<file path="config.mk">
export PLATFORM = sky130hd
export DESIGN_NAME = gpio_mmio_port
export DESIGN_NICKNAME = d
export VERILOG_FILES = /design/src/rtl/gpio_pkg.sv /design/src/rtl/gpio_debounce.sv /design/src/rtl/gpio_mmio_port.sv
export SDC_FILE = /design/constraint.sdc
export NUM_CORES = 1
export LEC_CHECK = 0
export CAP_MARGIN = 15
export CORE_ASPECT_RATIO = 1.1
export CORE_UTILIZATION = 44
export CTS_CLUSTER_SIZE = 10
export DETAILED_ROUTE_END_ITERATION = 8
export PLACE_DENSITY = 0.88
export SLEW_MARGIN = 20
export SYNTH_ARGS = -nofsm -noshare
export SYNTH_HDL_FRONTEND = slang
export SYNTH_SLANG_ARGS = --single-unit
</file>
<file path="constraint.sdc">
create_clock -name clk -period 2.3 [get_ports clk]
set_clock_uncertainty 0.1 [all_clocks]
set_input_delay 0.46 -clock clk [delete_from_list [all_inputs] [get_ports clk]]
set_output_delay 0.46 -clock clk [all_outputs]
set_load 0.01 [all_outputs]
</file>
<file path="src/rtl/gpio_pkg.sv">
// gpio_pkg: shared constants for the GPIO MMIO port -- register offsets
// (word index, addr[3:2]), default base address and debounce counter width.
package gpio_pkg;

   localparam logic [31:0] DEFAULT_BASE_ADDR = 32'h1001_0000;

   // Register select values, taken from addr[3:2]
   localparam logic [1:0] OFF_DATA_IN  = 2'd0;
   localparam logic [1:0] OFF_DATA_OUT = 2'd1;
   localparam logic [1:0] OFF_EDGE     = 2'd2;
   localparam logic [1:0] OFF_IE       = 2'd3;

   // Debounce counter width; large enough for a window of up to 255 cycles
   localparam int CNT_W = 8;

endpackage

</file>
<file path="src/rtl/gpio_debounce.sv">
// gpio_debounce: single-bit stability filter. The output follows the input
// only after the input has disagreed with it for DEB_CYCLES consecutive
// cycles; any reversion restarts the count. 'rise' is a combinational flag
// that is high in the cycle whose clock edge moves the output 0->1.
module gpio_debounce
   import gpio_pkg::*;
#(
   parameter int DEB_CYCLES = 4
) (
   input  logic clk,
   input  logic rst,
   input  logic din,
   output logic dout,
   output logic rise
);

   localparam logic [CNT_W-1:0] LAST = CNT_W'(DEB_CYCLES - 1);

   logic [CNT_W-1:0] cnt_q;
   logic             commit;

   // Commit when this is the last disagreeing cycle of the window
   always_comb begin
      commit = (din != dout) && (cnt_q == LAST);
      rise   = commit && din;
   end

   // Count the current run of disagreement; agreement or a commit restarts it
   always_ff @(posedge clk) begin
      // NOTE: sequential state uses non-blocking assignments so every flop
      // samples pre-edge values, independent of statement order.
      if (rst) begin
         cnt_q <= '0;
         dout  <= 1'b0;
      end else if (din == dout) begin
         cnt_q <= '0;
      end else if (commit) begin
         dout  <= din;
         cnt_q <= '0;
      end else begin
         cnt_q <= cnt_q + 1'b1;
      end
   end

endmodule

</file>
<file path="src/rtl/gpio_mmio_port.sv">
// gpio_mmio_port: memory-mapped GPIO block with a 16-byte register window.
//   0x0 DATA_IN  (RO)   filtered inputs, zero-extended
//   0x4 DATA_OUT (RW)   drives GPIO_o
//   0x8 EDGE     (RW1C) rising-edge capture of the filtered inputs
//   0xC IE       (RW)   interrupt enables; irq = registered |(EDGE & IE)
// Every hit is acked exactly one cycle later with the register value that
// was current in the hit cycle. Define GPIO_DEBOUNCE_EN to insert a
// per-bit gpio_debounce filter after the two-flop synchronizer; without it
// the filtered value is the synchronizer output.
module gpio_mmio_port
   import gpio_pkg::*;
#(
   parameter logic [31:0] BASE_ADDR  = DEFAULT_BASE_ADDR,
   parameter int          IN_W       = 8,
   parameter int          DEB_CYCLES = 4
) (
   input  logic            clk,
   input  logic            rst,
   input  logic            req,
   input  logic            we,
   input  logic [31:0]     addr,
   input  logic [31:0]     wdata,
   output logic [31:0]     rdata,
   output logic            ack,
   input  logic [IN_W-1:0] GPIO_i,
   output logic [31:0]     GPIO_o,
   output logic            irq
);

   logic [IN_W-1:0] sync1_q;
   logic [IN_W-1:0] sync2_q;
   logic [IN_W-1:0] filt;
   logic [IN_W-1:0] rise;
   logic [31:0]     data_out_q;
   logic [IN_W-1:0] edge_q;
   logic [IN_W-1:0] ie_q;
   logic            hit;
   logic [1:0]      sel;
   logic [31:0]     rd_mux;
   logic [IN_W-1:0] w1c_mask;

   // Byte-lane bits of the address are don't-care for word registers
   logic unused_addr_lsbs;
   assign unused_addr_lsbs = ^addr[1:0];

   // Two-flop synchronizer for the asynchronous pins
   always_ff @(posedge clk) begin
      if (rst) begin
         sync1_q <= '0;
         sync2_q <= '0;
      end else begin
         sync1_q <= GPIO_i;
         sync2_q <= sync1_q;
      end
   end

`ifdef GPIO_DEBOUNCE_EN
   for (genvar i = 0; i < IN_W; i++) begin : g_deb
      gpio_debounce #(
         .DEB_CYCLES (DEB_CYCLES)
      ) u_deb (
         .clk  (clk),
         .rst  (rst),
         .din  (sync2_q[i]),
         .dout (filt[i]),
         .rise (rise[i])
      );
   end
`else
   localparam int unused_deb_cycles = DEB_CYCLES;

   // Unfiltered: the second synchronizer stage is the filtered value
   always_comb begin
      filt = sync2_q;
      rise = sync1_q & ~sync2_q;
   end
`endif

   // Address decode, read mux and write-one-to-clear mask
   always_comb begin
      // NOTE: every output of this block gets a default first, so no path
      // leaves a value unassigned and no latch is inferred.
      hit      = req && (addr[31:4] == BASE_ADDR[31:4]);
      sel      = addr[3:2];
      rd_mux   = '0;
      w1c_mask = '0;
      case (sel)
         OFF_DATA_IN:  rd_mux[IN_W-1:0] = filt;
         OFF_DATA_OUT: rd_mux           = data_out_q;
         OFF_EDGE:     rd_mux[IN_W-1:0] = edge_q;
         default:      rd_mux[IN_W-1:0] = ie_q;
      endcase
      if (hit && we && (sel == OFF_EDGE)) begin
         w1c_mask = wdata[IN_W-1:0];
      end
   end

   // Bus response, register writes, edge capture and interrupt
   always_ff @(posedge clk) begin
      if (rst) begin
         // NOTE: all state here is plain flops, so all of it is reset; a
         // RAM-style array would normally be left out of the reset.
         ack        <= 1'b0;
         rdata      <= '0;
         data_out_q <= '0;
         edge_q     <= '0;
         ie_q       <= '0;
         irq        <= 1'b0;
      end else begin
         ack   <= hit;
         rdata <= hit ? rd_mux : '0;
         if (hit && we) begin
            case (sel)
               OFF_DATA_OUT: data_out_q <= wdata;
               OFF_IE:       ie_q       <= wdata[IN_W-1:0];
               default:      ;
            endcase
         end
         // A new rising edge wins over a same-cycle clear of that bit
         edge_q <= (edge_q & ~w1c_mask) | rise;
         irq    <= |(edge_q & ie_q);
      end
   end

   assign GPIO_o = data_out_q;

endmodule

</file>
==> results.sh, run 1 <==
export IMPL_vias_in_the_first_global_route=3532
export IMPL_post_synth_top_count_cell="dfxtp_1"
export IMPL_drive_gt1_share_pct=10.87
export IMPL_multiInputGateArea_sq_um=1722
export IMPL_relSlewSlack_pct=74.58
export IMPL_placement_io_buffers=139
export IMPL_r2r_setup_slack_ns=1.12
export IMPL_power_ir_vdd_worst_mv=0.3435
export IMPL_synth_area_per_cell_sq_um=10.27
export IMPL_viasPerCell=5.717
export IMPL_placed_cell_area_sq_um=5468
export IMPL_synthDominantCellAreaShare_pct=50.29
export IMPL_areaGrowthSynthToFinish_pct=45.09
export IMPL_number_of_buffers_created_by_cts=9
export IMPL_grt_max_degree=41
export IMPL_nFillCells=667
export IMPL_number_of_distinct_library_cells_after_synthesis=29
export IMPL_r2r_end="rdata[7]$_SDFF_PP0_"
export IMPL_clkLatencyLatePin_ns=0.36
export IMPL_die_area_sq_um=9247
export IMPL_cp_startpoint="addr[4]"
export IMPL_design_portCount=142
export IMPL_synth_ff_type="dfxtp_1"
export IMPL_worstReg2RegStart="ie_q[7]$_SDFFE_PP0P_"
export IMPL_grt_usage_pct=22.74
export IMPL_area_of_all_sequential_standard_cells_sq_um=1962
export IMPL_worst_ep_required_time_ns=2.44
export IMPL_ys_seq_area_share_pct=50.29
export IMPL_max_clock_path_buffers=2
export IMPL_hold_viol_final=0
export IMPL_period_needed_ns=1.988
export IMPL_final_util_pct=66.63
export IMPL_synthArstFlopShare_pct=0
export IMPL_ctsRootBufferMaster="clkbuf_8"
export IMPL_drtPass1Iterations=5
export IMPL_route_detailed_wl_per_inst_um=16.91
export IMPL_hold_slack_ns=0.2837
export IMPL_tritoncts="yes"
export IMPL_crit_path_max_fanout=21
export IMPL_fp_row_count=35
export IMPL_antennaDiodeCount=0
export IMPL_most_area_hungry_cell_type_in_the_yosys_netlist="dfxtp_1"
export IMPL_grt_first_pass_wirelength_mm=16.70
export IMPL_synthesis_yosys_warnings=0
export IMPL_ys_top_cells_by_area="dfxtp_1 (50%), o31ai_1 (7.7%), nand4_1 (6.6%)"
export IMPL_cts_setup_buffers=0
export IMPL_synth_common_cells="dfxtp_1 (98), nand4_1 (41), a21oi_1 (40), o31ai_1 (40)"
export IMPL_worst_r2r_cell_count=2
export IMPL_overflow_left_after_global_routing=0
export IMPL_postCtsHoldBufs=0
export IMPL_die_w_um=91.78
export IMPL_highest_clock_rate_mhz=503.1
export IMPL_route_antenna_remaining_nets=0
export IMPL_synth_cell_area_sq_um=3901
export IMPL_finalWorstSetupSlack_ns=0.3125
export IMPL_clock_sinks=98
export IMPL_vias=3579
export IMPL_arrival_ns=2.13
export IMPL_floorplan_initialDensity_pct=45.92
export IMPL_dp_slack_ns=-0.06871
export IMPL_net_count_synth=456
export IMPL_synth_edf_count=0
export IMPL_unrepaired_setup_endpoints_after_global_routing="false"
export IMPL_worst_pin_slew_ns=0.3814
export IMPL_tns_ns=0
export IMPL_place_gp_congestion=0.7853
export IMPL_detail_route_wirelength_mm=10.59
export IMPL_slew_violations=0
export IMPL_setup_worst_path_end="GPIO_o[13]$_SDFFE_PP0P_"
export IMPL_maxCapViolations=0
export IMPL_drc=0
export IMPL_critical_path_start_end_classification="in2reg"
export IMPL_run_status="complete, no violations"
export IMPL_cts_repair_resized=0
export IMPL_clk_pin_slew_ns=0.10
export IMPL_setup_violations_final=0
export IMPL_design_final_nets=586
export IMPL_p_leak_uw=0.001885
export IMPL_end_kind="register"
export IMPL_ys_ff_latch=98
export IMPL_hpwlAfterDp_mm=7.394
export IMPL_htree_num_levels=3
export IMPL_critical_path_startpoint_type="primary input"
export IMPL_design_area_sq_um=5660
export IMPL_dr_first_iter_drc_count=272
export IMPL_pwr_density_cell_nw_per_um2=545.3
export IMPL_die_height_um=100.8
export IMPL_post_route_period_util_pct=86.41
export IMPL_antenna_found_initial=0
export IMPL_hold_class="in2reg"
export IMPL_fp_coreArea_sq_um=8496
export IMPL_synth_cells=380
-- where the power goes --
group	internal, uW	leakage, uW	switching, uW
registers	1720	0.000794	13.3
clock network	449	0.000100	636
logic	163	0.000990	106
total	2330	0.00188	755
-- metal layers --
| layer | global-route usage [%] | part of all wire (%) |
|---|---|---|
| met1 | 27.22 | 39 |
| met2 | 39.68 | 50 |
| met3 | 4.600 | 7.8 |
| met4 | 9.976 | 2.6 |
| met5 | 0 | 0 |
-- per-stage QoR --
stage               total power, uW  instances
global route                   3192        626
CTS                            3103        626
finish                         3087        626
detailed placement             2039        610
floorplan                      1862        380
global placement               2030        610
-- flip-flops by register name, indices dropped and copies added, names as in the netlist --
name	flops
filt	8
ie_q	8
sync1_q	8
GPIO_o	32
irq	1
edge_q	8
rdata	32
ack	1
-- how the worst min path moves through the flow --
stage	startpoint	endpoint	slack (ns)	cells after the start
finish	rst	ie_q[0]$_SDFFE_PP0P_	0.28	2
global route	rst	ie_q[0]$_SDFFE_PP0P_	0.28	2
CTS	rst	ie_q[0]$_SDFFE_PP0P_	0.28	2
detailed placement	sync1_q[1]$_SDFF_PP0_	filt[1]$_SDFF_PP0_	0.36	1
global placement	filt[3]$_SDFF_PP0_	edge_q[3]$_SDFF_PP0_	0.36	2
floorplan	filt[0]$_SDFF_PP0_	edge_q[0]$_SDFF_PP0_	0.35	2
-- cell type report --
class	instances	share of cell area (%)
multi-input cells	233	30.42
flip-flops and latches	98	34.66
clock buffers	10	2.431
clock inverters	6	0.9726
well taps	111	2.454
inverters	9	0.5968
repair buffers	159	28.47
-- worst max-delay path: stages --
cell,delay [ns]
clkdlybuf4s50_1,0.44
nor4_4,0.36
nand4_1,0.14
buf_4,0.21
buf_12,0.16
o31ai_1,0.25
a21oi_1,0.10
-- placed cells by master (no fill, tap or decap) --
master	netlist	final
a21oi_1	40	40
a22oi_1	4	4
a41oi_1	1	1
and2_1	25	25
and4_1	2	2
buf_12	0	6
buf_2	17	1
buf_4	0	14
clkbuf_8	0	10
clkdlybuf4s50_1	0	138
clkinv_4	0	1
dfxtp_1	98	98
inv_1	9	9
inv_6	0	4
inv_8	0	1
mux4_2	8	8
nand2_1	1	1
nand2b_1	9	9
nand3b_1	8	8
nand4_1	41	41
nand4_2	2	2
nor2_1	1	1
nor2b_1	25	24
nor2b_2	0	1
nor3_1	8	8
nor3b_1	1	1
nor3b_2	1	1
nor4_2	2	2
nor4_4	3	3
nor4b_2	1	1
nor4b_4	1	1
o2bb2ai_1	8	8
o31ai_1	40	40
or3_1	1	1
-- kinds of logic (layout without fill, tap and decap cells) --
logic type	Yosys count	after routing	share of synthesized area, %
simple gates	132	132	23.83
flops	98	98	50.29
compound gates	93	93	15.62
buf+inv	49	184	5.644
mux	8	8	4.618
Power figures use the tool's default switching activity.
==> inputs of run 2 (changes only) <==
CORE_UTILIZATION = 46   (was 44)
CTS_BUF_LIST = sky130_fd_sc_hd__clkbuf_2 sky130_fd_sc_hd__clkbuf_4 sky130_fd_sc_hd__clkbuf_8   (was default)
PLACE_DENSITY = 0.91   (was 0.88)
==> run 2 against run 1 <==
Final area grew 0.38%. Highest routed layer unchanged. Wire length grew 4.7%. Largest power group unchanged. Via count shrank 0.53%. Critical endpoint is now rdata[4]$_SDFF_PP0_. First-iteration DRC count shrank 3.7%.
==> results.sh, run 2 (same netlist as run 1, synthesis figures left out) <==
export IMPL_slew_violations=0
export IMPL_power_report_internal_total_uw=2364
export IMPL_place_gp_congestion=0.8581
export IMPL_nFillCells=590
export IMPL_min_delay_start="sync1_q[3]$_SDFF_PP0_"
export IMPL_final_cell_mix="clkdlybuf4s50_1 (138), dfxtp_1 (98), nand4_1 (41), o31ai_1 (40), a21oi_1 (40)"
export IMPL_design_portCount=142
export IMPL_min_delay_path_depth=1
export IMPL_cp_cell_sequence="clkdlybuf4s50_1, nor4b_2, nand4_2, buf_4, or3_1, nor2b_1"
export IMPL_maxCapViolations=0
export IMPL_detailroute_wirelength_met3_um=670
export IMPL_fp_coreArea_sq_um=8083
export IMPL_floorplan_initialDensity_pct=48.27
export IMPL_power_switching_fraction_pct=22.78
export IMPL_p_leak_uw=0.001903
export IMPL_r2r_end="rdata[7]$_SDFF_PP0_"
export IMPL_tritoncts="yes"
export IMPL_grt_usage_pct=25.18
export IMPL_detail_route_wirelength_mm=11.08
export IMPL_r2r_setup_slack_ns=1.10
export IMPL_met2_wirelength_mm=5.546
export IMPL_final_util_pct=70.29
export IMPL_vias=3560
export IMPL_hpwlAfterDp_mm=7.803
export IMPL_fp_row_count=34
export IMPL_power_ir_vdd_worst_mv=0.2745
export IMPL_die_area_sq_um=8853
export IMPL_placement_io_buffers=139
export IMPL_post_route_period_util_pct=91.33
export IMPL_areaGrowthSynthToFinish_pct=45.64
export IMPL_grt_first_pass_wirelength_mm=17.74
export IMPL_tns_ns=0
export IMPL_drtPass1Iterations=5
export IMPL_clkLatencyLatePin_ns=0.36
export IMPL_worst_r2r_cell_count=2
export IMPL_wirelength_met1_mm=4.347
export IMPL_dr_first_iter_drc_count=262
export IMPL_hold_path_endpoint="filt[3]$_SDFF_PP0_"
export IMPL_topRoutingLayerUsed="met4"
export IMPL_switchingPower_uw=697.6
export IMPL_route_antenna_remaining_nets=0
export IMPL_worst_ep_required_time_ns=2.49
export IMPL_slowest_delay_ns=0.54
export IMPL_hold_slack_ns=0.3743
export IMPL_htree_num_levels=3
export IMPL_antenna_found_initial=0
export IMPL_period_needed_ns=2.101
export IMPL_run_status="complete, no violations"
export IMPL_antennaDiodeCount=0
export IMPL_clock_sinks=98
export IMPL_dp_slack_ns=-0.1683
export IMPL_grt_max_degree=41
export IMPL_cts_setup_buffers=0
export IMPL_pwr_density_cell_nw_per_um2=538.9
export IMPL_number_of_buffers_created_by_cts=9
export IMPL_end_kind="register"
export IMPL_worstReg2RegStart="GPIO_o[7]$_SDFFE_PP0P_"
export IMPL_route_detailed_wl_per_inst_um=17.71
export IMPL_max_clock_path_buffers=2
export IMPL_critical_path_startpoint_type="primary input"
export IMPL_highest_clock_rate_mhz=476.1
export IMPL_die_w_um=89.81
export IMPL_vias_in_the_first_global_route=3572
export IMPL_postCtsHoldBufs=0
export IMPL_unrepaired_setup_endpoints_after_global_routing="false"
export IMPL_viasPerCell=5.687
export IMPL_mostFrequentLayoutCell="clkdlybuf4s50_1"
export IMPL_arrival_ns=2.29
export IMPL_worst_pin_slew_ns=0.3857
export IMPL_hold_viol_final=0
export IMPL_crit_path_max_fanout=9
export IMPL_clock_power_share_pct=34.6
export IMPL_drive_gt1_share_pct=11.39
export IMPL_cts_repair_resized=0
export IMPL_relSlewSlack_pct=74.29
export IMPL_setup_violations_final=0
export IMPL_critical_path_start_end_classification="in2reg"
export IMPL_hold_class="reg2reg"
export IMPL_ctsRootBufferMaster="clkbuf_8"
export IMPL_power_frac_seq_pct=56.6
export IMPL_clk_pin_slew_ns=0.09
export IMPL_finalWorstSetupSlack_ns=0.1994
export IMPL_cpMaxStageDelayCell="or3_1"
export IMPL_die_height_um=98.59
export IMPL_design_final_nets=590
export IMPL_drc=0
export IMPL_overflow_left_after_global_routing=0
export IMPL_share_comb_of_total_power_pct=8.8
[run 2: how the worst max path moves through the flow]
| stage | startpoint | endpoint | slack (ns) | depth (start not counted) |
|---|---|---|---|---|
| final | addr[20] | rdata[4]$_SDFF_PP0_ | 0.20 | 6 |
| after global routing | addr[28] | GPIO_o[4]$_SDFFE_PP0P_ | 0.12 | 7 |
| after CTS | addr[24] | rdata[4]$_SDFF_PP0_ | 0.21 | 6 |
| after detailed placement | addr[24] | rdata[4]$_SDFF_PP0_ | -0.17 | 6 |
| after global placement | addr[20] | rdata[6]$_SDFF_PP0_ | -0.09 | 6 |
| after floorplan | addr[20] | GPIO_o[11]$_SDFFE_PP0P_ | 0.46 | 6 |
[run 2: layout make-up]
| class | count | area (sq um) | area share [%] |
|---|---|---|---|
| timing repair buffer | 163 | 1642 | 28.89 |
| multi-input combinational | 233 | 1722 | 30.30 |
| sequential | 98 | 1962 | 34.53 |
| clock inverter | 3 | 22.52 | 0.3964 |
| tap | 108 | 135.1 | 2.378 |
| inverter | 9 | 33.78 | 0.5946 |
| clock buffer | 12 | 165.2 | 2.907 |
[run 2: power groups by stage]
| stage | sequential [uW] | clock (uW) | combinational, uW |
|---|---|---|---|
| final | 1730 | 1060 | 269 |
| after global routing | 1740 | 1140 | 286 |
| after CTS | 1730 | 1080 | 268 |
| after detailed placement | 1770 | 0 | 267 |
| after global placement | 1770 | 0 | 261 |
| after floorplan | 1770 | 0 | 94.0 |
[run 2: per-stage QoR]
| stage | power [uW] | instances | instance area, sq um |
|---|---|---|---|
| CTS | 3082 | 626 | 5682 |
| global route | 3162 | 626 | 5682 |
| global placement | 2032 | 611 | 5494 |
| detailed placement | 2039 | 611 | 5494 |
| finish | 3062 | 626 | 5682 |
| floorplan | 1862 | 380 | 3901 |
[run 2: layer usage]
metal / global-route usage, % / up-vias
met1: 29.99 / 1669
met5: 0 / -
met3: 3.472 / 37
li1: - / 1668
met2: 43.31 / 186
met4: 15.38 / 0
[run 2: critical path: cells and delay by family]
| kind | cells | cell delay [ns] |
|---|---|---|
| buffers and inverters | 2 | 0.63 |
| AND/OR/NAND/NOR | 4 | 1.19 |
